<file path="config.mk">
export PLATFORM = sky130hd
export DESIGN_NAME = centimos_euros_seq
export DESIGN_NICKNAME = d
export VERILOG_FILES = /design/src/rtl/centimos_euros_seq.sv
export SDC_FILE = /design/constraint.sdc
export NUM_CORES = 1
export LEC_CHECK = 0
export BUFFER_PORTS_ARGS = -buffer_cell sky130_fd_sc_hd__buf_2
export CAP_MARGIN = 15
export CORE_MARGIN = 10
export CORE_UTILIZATION = 50
export CTS_BUF_LIST = sky130_fd_sc_hd__clkbuf_4 sky130_fd_sc_hd__clkbuf_8
export DETAILED_ROUTE_END_ITERATION = 6
export GPL_ROUTABILITY_DRIVEN = 0
export PLACE_DENSITY_LB_ADDON = 0.15
export REMOVE_ABC_BUFFERS = 1
export SYNTH_ARGS = -nofsm -noshare
export SYNTH_HDL_FRONTEND = slang
export SYNTH_SLANG_ARGS = --single-unit
</file>
<file path="constraint.sdc">
create_clock -name clk -period 4.1 [get_ports clk]
set_clock_uncertainty 0.15 [all_clocks]
set_input_delay 0.41 -clock clk [delete_from_list [all_inputs] [get_ports clk]]
set_output_delay 0.41 -clock clk [all_outputs]
set_load 0.005 [all_outputs]
</file>
<file path="src/rtl/centimos_euros_seq.sv">
// Sequential cents-to-euros converter: bit-serial restoring division by DIVISOR behind
// valid/ready handshakes, with saturation of the euros quotient. Optional BCD output: CENTIMOS_EUROS_BCD_EN.
module centimos_euros_seq #(
  parameter int CENT_W  = 14,
  parameter int EUR_W   = 8,
  parameter int DIVISOR = 100,
  parameter int REM_W   = 7
) (
  input  logic              clk,
  input  logic              rst_n,
  input  logic              in_valid,
  output logic              in_ready,
  input  logic [CENT_W-1:0] centimos,
  output logic              out_valid,
  input  logic              out_ready,
  output logic [EUR_W-1:0]  eurosinteiros,
  output logic [REM_W-1:0]  eurosfracao,
  output logic              ovf
`ifdef CENTIMOS_EUROS_BCD_EN
  ,
  output logic [7:0]        fracao_bcd
`endif
);

  localparam int CNT_W = (CENT_W > 1) ? $clog2(CENT_W) : 1;
  localparam int RW1   = REM_W + 1;
  localparam int RW2   = REM_W + 2;
  localparam logic [CNT_W-1:0] CNT_LAST = CNT_W'(CENT_W - 1);
  localparam logic [RW2-1:0]   DIV_C    = RW2'(DIVISOR);
  localparam logic [31:0]      EUR_MAX  = 32'((64'd1 << EUR_W) - 64'd1);

  if (CENT_W < 2 || CENT_W > 31) begin : g_bad_cent_w
    $error("centimos_euros_seq: CENT_W must be in 2..31");
  end
  if (EUR_W < 1 || EUR_W > 31) begin : g_bad_eur_w
    $error("centimos_euros_seq: EUR_W must be in 1..31");
  end
  if (DIVISOR < 2 || DIVISOR >= (1 << REM_W)) begin : g_bad_divisor
    $error("centimos_euros_seq: need 2 <= DIVISOR < 2**REM_W");
  end
`ifdef CENTIMOS_EUROS_BCD_EN
  if (DIVISOR > 100) begin : g_bad_bcd
    $error("centimos_euros_seq: BCD output requires DIVISOR <= 100");
  end
`endif

  typedef enum logic [1:0] {
    S_IDLE,
    S_DIV,
    S_HOLD
  } state_e;

  state_e              state_q, state_d;
  logic [CENT_W-1:0]   dvd_q, dvd_d;
  logic [RW1-1:0]      rem_q, rem_d;
  logic [CENT_W-1:0]   quo_q, quo_d;
  logic [CNT_W-1:0]    cnt_q, cnt_d;
  logic [EUR_W-1:0]    eur_q, eur_d;
  logic [REM_W-1:0]    frac_q, frac_d;
  logic                ovf_q, ovf_d;
`ifdef CENTIMOS_EUROS_BCD_EN
  logic [7:0]          bcd_q, bcd_d;
  logic [7:0]          frac8;
`endif

  // One restoring-division step: bring in the next dividend bit, subtract if it fits.
  logic [RW2-1:0]    rem_shift;
  logic [RW2-1:0]    rem_next;
  logic              rem_ge;
  logic [CENT_W-1:0] quo_next;
  logic [31:0]       quo_ext;
  logic              sat;

  always_comb begin
    rem_shift = {rem_q, dvd_q[CENT_W-1]};
    rem_ge    = (rem_shift >= DIV_C);
    rem_next  = rem_ge ? (rem_shift - DIV_C) : rem_shift;
    quo_next  = (quo_q << 1) | CENT_W'(rem_ge);
    quo_ext   = 32'(quo_next);
    sat       = (quo_ext > EUR_MAX);
  end

`ifdef CENTIMOS_EUROS_BCD_EN
  always_comb begin
    frac8 = 8'(rem_next);
  end
`endif

  always_comb begin
    // NOTE: every variable gets its hold value first so no path through the case can infer a latch.
    state_d = state_q;
    dvd_d   = dvd_q;
    rem_d   = rem_q;
    quo_d   = quo_q;
    cnt_d   = cnt_q;
    eur_d   = eur_q;
    frac_d  = frac_q;
    ovf_d   = ovf_q;
`ifdef CENTIMOS_EUROS_BCD_EN
    bcd_d   = bcd_q;
`endif
    unique case (state_q)
      S_IDLE: begin
        if (in_valid) begin
          dvd_d   = centimos;
          rem_d   = '0;
          quo_d   = '0;
          cnt_d   = CNT_LAST;
          state_d = S_DIV;
        end
      end
      S_DIV: begin
        dvd_d = dvd_q << 1;
        rem_d = RW1'(rem_next);
        quo_d = quo_next;
        if (cnt_q == '0) begin
          state_d = S_HOLD;
          frac_d  = REM_W'(rem_next);
          ovf_d   = sat;
          eur_d   = sat ? '1 : EUR_W'(quo_ext);
`ifdef CENTIMOS_EUROS_BCD_EN
          bcd_d   = {4'(frac8 / 8'd10), 4'(frac8 % 8'd10)};
`endif
        end else begin
          cnt_d = cnt_q - CNT_W'(1);
        end
      end
      S_HOLD: begin
        // Results stay in their registers after consumption; only the handshake changes.
        if (out_ready) state_d = S_IDLE;
      end
      default: state_d = S_IDLE;
    endcase
  end

  always_ff @(posedge clk) begin
    // NOTE: state uses non-blocking assignments so every register samples pre-edge values.
    if (!rst_n) begin
      state_q <= S_IDLE;
      dvd_q   <= '0;
      rem_q   <= '0;
      quo_q   <= '0;
      cnt_q   <= '0;
      eur_q   <= '0;
      frac_q  <= '0;
      ovf_q   <= 1'b0;
`ifdef CENTIMOS_EUROS_BCD_EN
      bcd_q   <= 8'h00;
`endif
    end else begin
      state_q <= state_d;
      dvd_q   <= dvd_d;
      rem_q   <= rem_d;
      quo_q   <= quo_d;
      cnt_q   <= cnt_d;
      eur_q   <= eur_d;
      frac_q  <= frac_d;
      ovf_q   <= ovf_d;
`ifdef CENTIMOS_EUROS_BCD_EN
      bcd_q   <= bcd_d;
`endif
    end
  end

  assign in_ready      = (state_q == S_IDLE);
  assign out_valid     = (state_q == S_HOLD);
  assign eurosinteiros = eur_q;
  assign eurosfracao   = frac_q;
  assign ovf           = ovf_q;
`ifdef CENTIMOS_EUROS_BCD_EN
  assign fracao_bcd    = bcd_q;
`endif

endmodule

</file>
## Word level (Yosys, flattened, before mapping)

Cells that the tools add are included.

| cells by class | value |
|---|---|
| $add $sub $neg | 2 |
| order comparisons | 2 |
| equality and inequality tests | 6 |
| muxes and demuxes | 15 |
| bitwise gates (word level) | 1 |
| reduce and logical (&&, ||, !) cells | 7 |

Operators with widths:

| kind | count |
|---|---|
| $pmux 14 s2 | 1 |
| $pmux 13 s2 | 1 |
| $mux 8 | 3 |
| $pmux 8 s2 | 1 |
| $gt 14x8->1 const B | 1 |
| $mux 14 | 1 |
| $or 14x1->14 | 1 |
| $mux 13 | 1 |
| $ge 9x7->1 const B | 1 |
| $mux 4 | 2 |
| $pmux 4 s2 | 1 |
| $sub 8x7->8 const B | 1 |
| $mux 2 | 3 |
| $ne 2x2->1 const B | 3 |
| $pmux 2 s3 | 1 |
| $reduce_and 3->1 | 2 |
| $logic_not 4->1 | 1 |
| $reduce_and 2->1 | 2 |
| $sub 4x1->4 const B | 1 |
| $eq 2x1->1 const B | 1 |
| $eq 2x2->1 const B | 1 |
| $logic_not 2->1 | 1 |
| $ne 2x1->1 const B | 1 |
| $reduce_bool 2->1 | 1 |

| word-level totals | value |
|---|---|
| register bits | 57 |
| input port bits | 18 |
| output and inout bits | 18 |
| logic and storage cells | 41 |

## Depth between registers and ports, before layout

Gate-level depths: netlist of run 1.

| depth | value |
|---|---|
| depth after elaboration | 4 |
| mapped depth | 8 |
| mapped depth without buffers | 6 |

## Worst setup path after synthesis of run 1

Ideal clock, no wire load.

| timing | value |
|---|---|
| path type | register to register |
| start | register rem_q[1] |
| end | register rem_q[7] |
| setup time | 0.079 ns |
| arrival | 1.705 ns |
| data required time | 3.871 ns |
| path slack | 2.165 ns |
| stages on the path, launching flop included | 6 |
| path buffers | 0 |
| period minus slack after synthesis | 1.935 ns |
| cell sequence | dfxtp_1 ha_1 or3b_1 or4_1 a21o_1 a211oi_2 |

| on the way | value |
|---|---|
| cells in the longest elaborated chain, start to end | 3 |
| elaborated cells on any way between the ends | 4 |
| those cells by class | add/sub (1); order compare (1); mux (2) |

RTL lines:

| item | RTL line | source |
|---|---|---|
| start, declared | 55 | `logic [RW1-1:0] rem_q, rem_d;` |
| start signal, assigned | 153 | `rem_q <= rem_d;` |
| $sub 8x7->8 or $ge 9x7->1 (tied branches) | 77, 76 |  |
| $mux 8 * | 77 | `rem_next = rem_ge ? (rem_shift - DIV_C) : rem_shift;` |
| $pmux 8 s2 * | 102 | `unique case (state_q)` |

Every way passes the cells marked *; elsewhere a longest branch is shown, timed or not.
A chain may end at the register's enable or synchronous reset.

## Worst setup path in the final report of run 1

| timing | value |
|---|---|
| start | register cnt_q[0] |
| end | register eur_q[0] (netlist: eurosinteiros[0]) |

| on the way | value |
|---|---|
| cells in the longest elaborated chain, start to end | 2 |

RTL lines:

| item | RTL line | source |
|---|---|---|
| start, declared | 57 | `logic [CNT_W-1:0] cnt_q, cnt_d;` |
| start signal, assigned | 155 | `cnt_q <= cnt_d;` |
| $logic_not 4->1 | 116 | `if (cnt_q == '0) begin` |
| $reduce_and 2->1 (no source line) | - |  |
| end signal, assigned | 156 | `eur_q <= eur_d;` |
| end, declared | 58 | `logic [EUR_W-1:0] eur_q, eur_d;` |

Every way passes these cells.

==> results of run 1 <==
cell usage in the layout, fill, tap and decap left out, types with 5 or more instances in the layout:
cell      instances
a21oi_1          12
inv_1             5
nand3_1           5
clkbuf_8          9
o21ai_0           7
nand2_1          37
buf_2            35
dfxtp_1          57
a22oi_1          14
a311oi_1         13
o221a_2           7
nor2_1           39
per-stage QoR:
step / cells / hold WS, ns / instance area [µm²]
4_1_cts: 376 / 0.176 / 2840
3_5_place_dp: 360 / 0.304 / 2620
6_report: 376 / 0.183 / 2840
5_1_grt: 376 / 0.188 / 2840
3_3_place_gp: 360 / 0.304 / 2620
2_1_floorplan: 254 / 0.295 / 2330
flip-flops by register name, summed over array words and instances (netlist names):
register / cells
cnt_q: 4
dvd_q: 14
eurosfracao: 7
eurosinteiros: 8
ovf: 1
quo_q: 13
rem_q: 8
state_q: 2
power breakdown:
part | switching, µW | internal [µW] | total (µW)
combinational | 102 | 68.1 | 170
sequential | 24.3 | 591 | 615
clock | 230 | 341 | 571
total | 356 | 1000 | 1360
per-layer routing:
layer / global-route usage [%] / up-vias / part of all wire (%)
li1: - / 1062 / -
met1: 18.1 / 979 / 48
met3: 4.15 / 12 / 6.5
met2: 22.2 / 48 / 43
met5: 0 / - / 0
met4: 8.24 / 0 / 2.2
path summary, 6_finish.rpt:
check	to	slack [ns]	start
setup / recovery	eurosinteiros[0]$_SDFFE_PN0P_	1.58	cnt_q[0]$_SDFFE_PN0P_
hold / removal	dvd_q[9]$_SDFFE_PN0P_	0.18	centimos[9]
setup reg to reg	eurosinteiros[0]$_SDFFE_PN0P_	1.58	cnt_q[0]$_SDFFE_PN0P_
hold reg to reg	eurosfracao[2]$_SDFFE_PN0P_	0.32	eurosfracao[2]$_SDFFE_PN0P_
logic make-up after synthesis:
kind of cell | after synthesis
AND/OR/NAND/NOR | 107
AO/OA/AOI/OAI | 77
flip-flops | 57
buffers and inverters | 25
multiplexers | 3
adder cells (fa/ha/maj) | 3
XOR/XNOR | 1
final cells by class:
class	instances	area, µm²	area share [%]
Clock buffer	9	124	4.37
Clock inverter	7	93.8	3.31
Inverter	6	22.5	0.794
Multi-Input combinational cell	191	1170	41.1
Sequential cell	57	1140	40.2
Tap cell	67	83.8	2.95
Timing Repair Buffer	39	205	7.23
worst min-delay path, stage by stage:
cell	delay (ns)
buf_2	0.09
nand2_1	0.04
a311oi_1	0.07
==> results.sh, run 1 <==
export IMPL_drv_slew=0
export IMPL_async_flop_share_pct=0
export IMPL_synth_top_area_cell="dfxtp_1"
export IMPL_worstPathRequired_ns=4.18
export IMPL_yosys_area_share_simple_pct=20.2
export IMPL_portBuffers=35
export IMPL_synth_seq_cells=57
export IMPL_dp_slack_ns=1.59
export IMPL_critPathTopFamily="simple AND/OR/NAND/NOR gates"
export IMPL_cp_slowest_stage_delay_ns=0.57
export IMPL_rsz0062_at_grt="no"
export IMPL_avgSynthCellArea_um2=8.88
export IMPL_finalHoldViolations=0
export IMPL_grt_pass1_wl_um=9200
export IMPL_initial_utilization_pct=51.3
export IMPL_hold_class="in -> reg"
export IMPL_report_power_total_uw=1360
export IMPL_post_cts_resized=0
export IMPL_vias=2101
export IMPL_synth_mux_area_share_pct=1.29
export IMPL_cts_buffer_depth=2
export IMPL_start_kind="register"
export IMPL_leakagePower_uw=0.00112
export IMPL_crit_cells=6
export IMPL_synth_top_family_by_area="compound AO/OA/AOI/OAI gates"
export IMPL_ys_seq_area_share_pct=47.1
export IMPL_wl_per_cell_um=14.3
export IMPL_die_y_um=89.6
export IMPL_yosys_cell_types_count=50
export IMPL_ios=36
export IMPL_synth_ff_type="dfxtp_1"
export IMPL_ant_nets=0
export IMPL_synthCells=273
export IMPL_numCtsBuffers=9
export IMPL_grt_usage_pct=14.6
export IMPL_antenna_cells=0
export IMPL_synth_compound_area_share_pct=24.7
export IMPL_postCtsSetupBuffers=0
export IMPL_utilization_pct=60.1
export IMPL_path_class="reg -> reg"
export IMPL_setup_viol=0
export IMPL_route_detailed_drc=0
export IMPL_synth_most_common_cell="dfxtp_1"
export IMPL_fp_row_count=25
export IMPL_r2r_cells=6
export IMPL_yosysWarnings=0
export IMPL_yosys_area_share_adder_pct=1.55
export IMPL_root_buffer="clkbuf_8"
export IMPL_overflow=0
export IMPL_synth_top_area_share_pct=47.1
export IMPL_synth_edff_count=0
export IMPL_die_area_um2=8030
export IMPL_status="finished clean"
export IMPL_cts_max_level=3
export IMPL_max_cap_viol_count=0
export IMPL_totalWireLength_um=5380
export IMPL_final_min_clock_period_ns=2.52
export IMPL_n_fill_cell=435
export IMPL_crit_fanout=17
export IMPL_clk_insertion_delay_late_ns=0.33
export IMPL_hold_depth=3
export IMPL_ir_worst_vdd_mv=0.252
export IMPL_cts_sinks=57
export IMPL_die_w_um=89.6
export IMPL_synth_xor_area_share_pct=0.361
export IMPL_vias_per_cell=5.59
export IMPL_slew_headroom_pct=48.7
export IMPL_synth_common_cells="57 x dfxtp_1, 39 x nor2_1, 37 x nand2_1"
export IMPL_dp_hpwl_um=3560
export IMPL_powerDensity_nw_per_um2=478
export IMPL_core_um2=4720
export IMPL_synthTopCellsByArea="dfxtp_1 47%, nor2_1 6.0%, nand2_1 5.7%"
export IMPL_layout_drive_gt1_share_pct=23.0
export IMPL_nNetsFinal=325
export IMPL_arrival_ns=2.60
export IMPL_syn_to_final_growth_pct=17.1
export IMPL_antenna_found_initial=0
export IMPL_crit_path_end_kind="register"
export IMPL_mappedNetlistArea_um2=2420
export IMPL_postCtsHoldBufs=0
export IMPL_drtPass1Iterations=4
export IMPL_fin_tns_setup_ns=0
export IMPL_tightest_slew_ns=0.769
export IMPL_cpMaxStageDelayCell="and2_1"
export IMPL_drt_initial_drc_count=140
export IMPL_grt_max_degree=37
export IMPL_finalWorstSetupSlack_ns=1.58
export IMPL_first_global_vias=2114
export IMPL_max_freq_ghz=0.397
export IMPL_path_cells="inv_1, ha_1, nor3b_2, and2_1, nand3_1, o31a_1"
export IMPL_finalCritPeriodShare_pct=61.5
export IMPL_cts_tree="done"
export IMPL_critPathBufInv=1
export IMPL_path_clk_slew_ns=0.07
Power figures use the tool's default switching activity.
==> run 2: changes to the inputs <==
- clock period: 4.1 -> 2.33 ns (I/O delays scaled with it)
==> run 2 against run 1 <==
Compared with the run above: critical path depth shrank 1; fmax rose by 19%; critical endpoint is now eurosfracao[3]$_SDFFE_PN0P_; combinational power is 88% higher; clock power is 79% higher; sequential share of layout area fell by 1.4 points; largest power group unchanged; core utilization up 2.1 points; routed wire length up 1.5%; register-to-register slack got worse by 1.4 ns; design area increased by 3.6%; power up 78%; final cell count is 2.9% higher; global-route usage is 0.16 points lower; highest routed layer unchanged; largest cell class unchanged.
==> results.sh, run 2 (synthesis gave the netlist of run 1 again) <==
export IMPL_rrSetupSlack_ns=0.22
export IMPL_postCtsHoldBufs=7
export IMPL_root_buffer="clkbuf_8"
export IMPL_route_detailed_drc=0
export IMPL_clk_insertion_delay_late_ns=0.34
export IMPL_postCtsSetupBuffers=0
export IMPL_fp_row_count=25
export IMPL_layout_commonest_cell="dfxtp_1"
export IMPL_drtPass1Iterations=4
export IMPL_cts_sinks=57
export IMPL_critPathTopFamily="compound AO/OA/AOI/OAI gates"
export IMPL_portBuffers=35
export IMPL_finalCritPeriodShare_pct=90.8
export IMPL_hold_ws_ns=0.0149
export IMPL_cp_slowest_stage_delay_ns=0.44
export IMPL_numCtsBuffers=9
export IMPL_cts_tree="done"
export IMPL_antenna_found_initial=0
export IMPL_drv_slew=0
export IMPL_busiest_layer="met2"
export IMPL_path_clk_slew_ns=0.07
export IMPL_post_cts_resized=0
export IMPL_arrival_ns=2.19
export IMPL_ir_worst_vdd_mv=0.447
export IMPL_rsz0062_at_grt="no"
export IMPL_dp_hpwl_um=3660
export IMPL_report_power_total_uw=2420
export IMPL_grt_max_degree=27
export IMPL_setup_viol=0
export IMPL_mostFrequentLayoutCells="57 x dfxtp_1, 39 x nor2_1, 37 x nand2_1"
export IMPL_cpMaxStageDelayCell="dfxtp_1"
export IMPL_top_register="dvd_q"
export IMPL_slew_headroom_pct=58.7
export IMPL_use_met2_pct=20.5
export IMPL_finalHoldViolations=0
export IMPL_leakagePower_uw=0.00117
export IMPL_final_min_clock_period_ns=2.11
export IMPL_wl_per_cell_um=14.1
export IMPL_overflow=0
export IMPL_crit_fanout=9
export IMPL_fin_cells=387
export IMPL_antenna_cells=0
export IMPL_critPathBufInv=0
export IMPL_syn_to_final_growth_pct=21.3
export IMPL_nNetsFinal=336
export IMPL_max_cap_viol_count=0
export IMPL_die_area_um2=8030
export IMPL_ios=36
export IMPL_initial_utilization_pct=51.3
export IMPL_crit_path_end_kind="register"
export IMPL_path_class="reg -> reg"
export IMPL_die_y_um=89.6
export IMPL_reg_largest_list="dvd_q (14), quo_q (13)"
export IMPL_largest_reg_flops=14
export IMPL_ant_nets=0
export IMPL_grt_usage_pct=14.4
export IMPL_start_kind="register"
export IMPL_cts_buffer_depth=2
export IMPL_placed_cells=364
export IMPL_hold_class="in -> reg"
export IMPL_grt_met1_usage_pct=18.6
export IMPL_path_cells="ha_1, or3b_1, a21oi_2, nor3_1, o41ai_1"
export IMPL_grt_pass1_wl_um=8930
export IMPL_vias_per_cell=5.51
export IMPL_layout_drive_gt1_share_pct=23.4
export IMPL_drt_initial_drc_count=121
export IMPL_cts_max_level=3
export IMPL_worstPathRequired_ns=2.40
export IMPL_status="finished clean"
export IMPL_totalWireLength_um=5460
export IMPL_grtUsageMet3_pct=6.86
export IMPL_core_um2=4720
export IMPL_vias=2132
export IMPL_fin_tns_setup_ns=0
export IMPL_die_w_um=89.6
export IMPL_max_freq_ghz=0.473
export IMPL_tightest_slew_ns=0.620
export IMPL_first_global_vias=1915
export IMPL_powerDensity_nw_per_um2=823
-- run 2: cell count changes in the layout (fill, tap and decap cells not counted) --
cell,before,now
buf_4,4,8
clkbuf_4,0,2
clkinv_2,2,1
dlygate4sd3_1,0,7
inv_6,1,0
-- run 2: metrics by stage --
step | area, µm² | worst slack [ns] | utilization, %
final | 2940 | 0.215 | 62.2
after global routing | 2940 | 0.0284 | 62.2
after CTS | 2940 | 0.226 | 62.2
after detailed placement | 2650 | 0.273 | 56.1
after global placement | 2650 | 0.323 | 56.1
after floorplan | 2330 | -0.687 | -
-- run 2: per-layer routing --
metal  part of all wire [%]  vias to the layer above
met2                     43                       64
li1                       -                     1076
met4                    1.2                        0
met1                     48                      985
met3                    8.1                        7
met5                      0                        -
-- run 2: layout make-up --
type | count | area [µm²]
fillers | 411 | 1780
multi-input cells | 191 | 1170
flip-flops and latches | 57 | 1140
repair buffers | 50 | 305
clock buffers | 11 | 139
well taps | 67 | 83.8
clock inverters | 5 | 80.1
inverters | 6 | 22.5
-- run 2: path summary, 6_finish.rpt --
kind / from / to / cells past startpoint
worst max-delay path: rem_q[1]$_SDFFE_PN0P_ / eurosfracao[3]$_SDFFE_PN0P_ / 5
worst min-delay path: centimos[10] / dvd_q[10]$_SDFFE_PN0P_ / 3
worst max register to register: rem_q[1]$_SDFFE_PN0P_ / eurosfracao[3]$_SDFFE_PN0P_ / 5
worst min register to register: quo_q[0]$_SDFFE_PN0P_ / quo_q[0]$_SDFFE_PN0P_ / 2
-- run 2: report_power, final --
group | leakage [µW] | switching [µW] | total [µW] | internal, µW
clock | 0.000106 | 395 | 1020 | 624
sequential | 0.000465 | 41.5 | 1080 | 1040
combinational | 0.000598 | 183 | 319 | 136
-- run 2: worst register-to-register path, cell delays in order (launching register included) --
cell and delay (ns):
dfxtp_1 0.44, ha_1 0.17, or3b_1 0.41, a21oi_2 0.42
nor3_1 0.11, o41ai_1 0.30
